$ cat config.mk
export PLATFORM = sky130hd
export DESIGN_NAME = hamming_secded_encoder_72bit
export DESIGN_NICKNAME = d
export VERILOG_FILES = /design/src/rtl/hamming_secded_encoder_72bit.sv
export SDC_FILE = /design/constraint.sdc
export NUM_CORES = 1
export LEC_CHECK = 0
export BUFFER_PORTS_ARGS = -buffer_cell sky130_fd_sc_hd__buf_2
export CAP_MARGIN = 10
export CORE_UTILIZATION = 58
export DETAILED_ROUTE_END_ITERATION = 10
export GPL_TIMING_DRIVEN = 0
export PLACE_DENSITY = 0.81
export SLEW_MARGIN = 5
export SYNTH_ARGS = -nofsm -noshare
export SYNTH_HDL_FRONTEND = slang
export SYNTH_SLANG_ARGS = --single-unit --ignore-timing --ignore-initial --compat-mode --unroll-limit 50000
$ cat constraint.sdc
create_clock -name clk -period 4.93 [get_ports clk]
set_input_delay 0.7395 -clock clk [delete_from_list [all_inputs] [get_ports clk]]
set_output_delay 0.7395 -clock clk [all_outputs]
set_load 0.02 [all_outputs]
$ cat src/rtl/hamming_secded_encoder_72bit.sv
// SECDED (72,64) extended Hamming encoder with MSB-first serializer.
// Ports: clk, reset (async, active-high); in_data/in_valid/in_ready
//   word handshake; serial_out/serial_valid/sof serial frame line;
//   check_out last check byte; busy in SHIFT/GAP; frames_sent count.
module hamming_secded_encoder_72bit #(
  parameter int GAP_CYCLES = 1,
  parameter int CNT_W      = 16
) (
  input  logic             clk,
  input  logic             reset,
  input  logic [63:0]      in_data,
  input  logic             in_valid,
  output logic             in_ready,
  output logic             serial_out,
  output logic             serial_valid,
  output logic             sof,
  output logic [7:0]       check_out,
  output logic             busy,
  output logic [CNT_W-1:0] frames_sent
);

  typedef enum logic [1:0] {
    S_IDLE,
    S_SHIFT,
    S_GAP
  } state_t;

  state_t           r_state;
  state_t           w_next;
  logic [71:0]      r_sr;
  logic [6:0]       r_cnt;
  logic [15:0]      r_gap;
  logic             r_in_ready;
  logic             r_so;
  logic             r_sv;
  logic             r_sof;
  logic [7:0]       r_check;
  logic             r_busy;
  logic [CNT_W-1:0] r_frames;

  logic [6:0]       w_c;
  logic             w_p;
  logic [71:0]      w_cw;
  logic             w_accept;
  logic             w_last;
  logic             w_gap_done;
  logic             w_in_ready_n;
  logic             w_so_n;
  logic             w_sv_n;
  logic             w_sof_n;
  logic             w_busy_n;

  // Hamming position of data bit i: the i-th position in 3..71
  // that is not a power of two.
  function automatic logic [6:0] f_pos(input int i);
    int         n;
    logic [6:0] r;
    n = 0;
    r = '0;
    for (int p = 3; p < 72; p++) begin
      if ((p & (p - 1)) != 0) begin
        if (n == i) r = 7'(p);
        n++;
      end
    end
    return r;
  endfunction

  // Each check bit k collects the data bits whose position has
  // bit k set, so XOR-ing the positions of all set bits yields c.
  always_comb begin
    w_c = '0;
    for (int i = 0; i < 64; i++) begin
      if (in_data[i]) w_c = w_c ^ f_pos(i);
    end
    w_p  = (^in_data) ^ (^w_c);
    w_cw = {in_data, w_p, w_c};
  end

  assign w_accept   = in_valid && r_in_ready;
  assign w_last     = (r_state == S_SHIFT) && (r_cnt == 7'd71);
  assign w_gap_done = (r_state == S_GAP) &&
                      (r_gap == 16'(GAP_CYCLES - 1));

  always_comb begin
    w_next = r_state;
    unique case (r_state)
      S_IDLE:  if (w_accept) w_next = S_SHIFT;
      S_SHIFT: begin
        if (w_last) begin
          w_next = (GAP_CYCLES == 0) ? S_IDLE : S_GAP;
        end
      end
      S_GAP:   if (w_gap_done) w_next = S_IDLE;
      default: w_next = S_IDLE;
    endcase
  end

  // Next values of the registered outputs.
  always_comb begin
    w_in_ready_n = (w_next == S_IDLE);
    w_busy_n     = (w_next != S_IDLE);
    w_sv_n       = (w_next == S_SHIFT);
    w_sof_n      = (r_state == S_IDLE) && w_accept;
    w_so_n       = 1'b0;
    if (w_sof_n) begin
      w_so_n = w_cw[71];
    end else if (r_state == S_SHIFT && !w_last) begin
      w_so_n = r_sr[71];
    end
  end

  // r_sr runs one bit ahead of serial_out so the registered
  // output already carries cw[71] in the cycle after acceptance.
  always_ff @(posedge clk or posedge reset) begin
    if (reset) begin
      r_state    <= S_IDLE;
      r_sr       <= '0;
      r_cnt      <= '0;
      r_gap      <= '0;
      r_in_ready <= 1'b1;
      r_so       <= 1'b0;
      r_sv       <= 1'b0;
      r_sof      <= 1'b0;
      r_check    <= '0;
      r_busy     <= 1'b0;
      r_frames   <= '0;
    end else begin
      r_state    <= w_next;
      r_in_ready <= w_in_ready_n;
      r_so       <= w_so_n;
      r_sv       <= w_sv_n;
      r_sof      <= w_sof_n;
      r_busy     <= w_busy_n;
      if (w_sof_n) begin
        r_sr    <= {w_cw[70:0], 1'b0};
        r_cnt   <= '0;
        r_check <= w_cw[7:0];
      end else if (r_state == S_SHIFT && !w_last) begin
        r_sr  <= {r_sr[70:0], 1'b0};
        r_cnt <= r_cnt + 7'd1;
      end
      if (w_last) r_frames <= r_frames + 1'b1;
      if (r_state == S_GAP) r_gap <= r_gap + 16'd1;
      else                  r_gap <= '0;
    end
  end

  assign in_ready     = r_in_ready;
  assign serial_out   = r_so;
  assign serial_valid = r_sv;
  assign sof          = r_sof;
  assign check_out    = r_check;
  assign busy         = r_busy;
  assign frames_sent  = r_frames;

endmodule

==> results.cfg <==
[status]
outcome = finished, final reports clean

[clock_network]
clk_pin_slew_ps = 60
clk-insertion-delay-late_ps = 430
cts_setup_buffers = 0
clockBufferDepth = 2
cts_made_buffers = 17
cts_tree = done
post_cts_resize_count = 0
cts_root_buffer = clkbuf_16
hold_buffers = 0
cts.sinks = 125
h-tree-depth = 4

[synthesis]
synth_area_um2 = 6609
synth_top_area_cell = dfrtp_1
ys_ff_latch = 125
synthSimpleGateAreaFrac = 0.1378
async_flop_share = 1.000
synthAdderAreaFrac = 0.007573
synthXorXnorAreaFrac = 0.2461
synth_top_area_frac = 0.4695
synth_compound_area_frac = 0.08860
synth_edf_count = 0
yosysSeqAreaShare = 0.4735
syn_nets = 709
yosys.cell_types.count = 42
synth_top_family_by_area = XOR/XNOR gates
synth_area_per_cell_um2 = 10.36
yosysWarnings = 0
synth_flop_cell = dfrtp_1
synth_mux_area_frac = 0.02594
yosys-top-cells-area = dfrtp_1 47%, xnor2_1 13%, nand2_1 7.6%
synthCells = 638

[hold_path]
hp-class = in2async

[setup_path]
rrSetupSlack_ps = 1990
cpPeakStageDelay_ps = 490
cp_num_buf_inv = 1
endpoint_kind = flop
crit_arrival_ps = 3360
startpoint_type = primary input
critPathRequiredTime_ps = 5220
slowest_stage = xnor3_2
critical_path_class = in2reg
worst_path_most_repeated_cell = xnor3_1
crit_chain = buf_2, xnor3_1, xnor3_2, xnor3_2, xnor3_1, xnor3_1, xnor2_1, a21oi_1
path_max_fanout = 2
cp_top_family = XOR/XNOR gates

[sta]
fin_crit_sh = 0.6236
whs_ps = 395.9
fin_tns_setup_ps = 0
maxSlewHeadroom = 0.3636
period_needed_ps = 3074
fmax_mhz = 325.3
hold_violations = 0
rsz0062_at_grt = false
slew_violations = 0
worst_pin_slew_ps = 954.6
report.final.setup_viol = 0
finClkSkew_ps = 8.483

[die]
initial_core_util = 0.6017
dieArea_um2 = 11830
core-area_um2 = 10980
io_pins = 96
rows = 38
die_h_um = 108.7
die_w_um = 108.7

[placement]
placed_cells = 874
place.gp.congestion = 0.9537
port_buffers = 95
hpwl_um = 12850

[drt]
totalWireLength_um = 18170
ant_nets = 0
wl_per_cell_um = 20.05
via_per_inst = 5.840
dr.pass1.iters = 6
drtIter0Drc = 490
drc = 0
vias = 5291

[power]
power.leakage_uw = 0.003808
irDropWorstVdd_mv = 0.4188
power_density_nw_per_um2 = 574.9
clkPwrFrac = 0.281
seq_power_share = 0.343
p_int_uw = 2926
switching_share = 0.3551
switching_power_uw = 1611
combPwrFrac = 0.377

[layout]
final_cell_mix = 133 x nand2_1, 124 x dfrtp_1, 98 x xnor2_1
layout-drive-gt1-share = 0.1789
nFillCells = 770
area_growth_pct = 19.42
layout.nets = 824
final_cells = 906
final_common_cell = nand2_1
antennaDiodeCount = 0

[global_route]
antenna_found_initial = 0
grt_max_degree = 64
grt_pass1_vias = 5160
gr-total-overflow = 0
grt_first_pass_wirelength_um = 27790
grt_usage = 0.3286

[job]
cap_viol_max_count = 0
==> worst reg2reg max path, stage by stage (launching register included) <==
cell and delay (ps):
dfrtp_1 400, ha_1 230, nor4bb_1 290, nand3b_1 160, and2_1 170, clkbuf_1 240
nor2_1 530, clkbuf_1 580, nand2_1 150, nand2_1 110
==> stage by stage <==
stage | util | instance area [um^2] | setup WS, ps | total power, uW
4_1_cts | 0.7186 | 7893 | 1882 | 4512
2_1_floorplan | - | 6609 | 864.6 | 2758
3_5_place_dp | 0.6639 | 7292 | 1452 | 3234
5_1_grt | 0.7186 | 7893 | 1766 | 4748
3_3_place_gp | 0.6610 | 7259 | -381.6 | 3172
6_report | 0.7186 | 7893 | 1856 | 4538
==> cell families after synthesis <==
family | Yosys count
multiplexers | 17
AO/OA/AOI/OAI | 87
adder cells (fa/ha/maj) | 4
XOR/XNOR | 155
buffers and inverters | 36
AND/OR/NAND/NOR | 214
flip-flops | 125
==> flip-flops by register name, indices dropped and copies added (netlist names) <==
signal        cells
frames_sent      16
serial_out        1
r_cnt             7
r_state           2
serial_valid      1
busy              1
r_gap            16
in_ready          1
check_out         8
r_sr             71
sof               1
==> per-layer routing <==
metal  wire length, um  up-vias  GRT usage
li1                  -     2373          -
met1              7431     2606     0.4193
met2              8844      272     0.5312
met3              1455       40    0.09623
met4               436        0     0.1216
met5                 0        -          0
==> cell type report <==
class,count,area [um^2],share of cell area
buffer,27,101.3,0.01284
clock buffer,27,523.0,0.06627
clock inverter,5,77.57,0.009829
inverter,9,38.79,0.004914
multi-input combinational,477,3344,0.4237
sequential,125,3129,0.3965
tap,140,175.2,0.02219
timing repair buffer,96,503.0,0.06373
==> synth_stat cells, types with 2 or more instances <==
library cell,n
a21o_1,2
a21oi_1,3
a221o_1,2
a22oi_1,49
and2_1,3
and3_1,5
buf_1,2
clkbuf_1,25
dfrtp_1,124
ha_1,4
inv_1,8
mux2i_1,16
nand2_1,133
nand3_1,12
nand4_1,11
nor2_1,35
nor2b_1,2
nor3_1,2
nor4_1,2
o21ai_0,19
o21ai_1,7
o22ai_1,2
or3_1,3
xnor2_1,98
xnor2_2,3
xnor3_1,12
xnor3_2,3
xor2_1,37
==> power groups by stage <==
stage                     Clock [uW]  Combinational (uW)  Sequential, uW
final                           1270                1710            1560
after global routing            1320                1840            1590
after CTS                       1270                1690            1550
after detailed placement           0                1680            1560
after global placement             0                1630            1550
after floorplan                    0                1190            1570
==> worst paths after layout <==
check | start | end | depth (start not counted)
setup / recovery | in_data[45] | r_sr[8] | 8
hold / removal | reset | r_gap[12] | 2
setup reg to reg | r_cnt[0] | r_sr[26] | 9
hold reg to reg | check_out[4] | check_out[4] | 1
max in group asynchronous | reset | in_ready | 3
min in group clk | check_out[4] | check_out[4] | 1
Note: power is estimated with default switching activity, not from simulation.
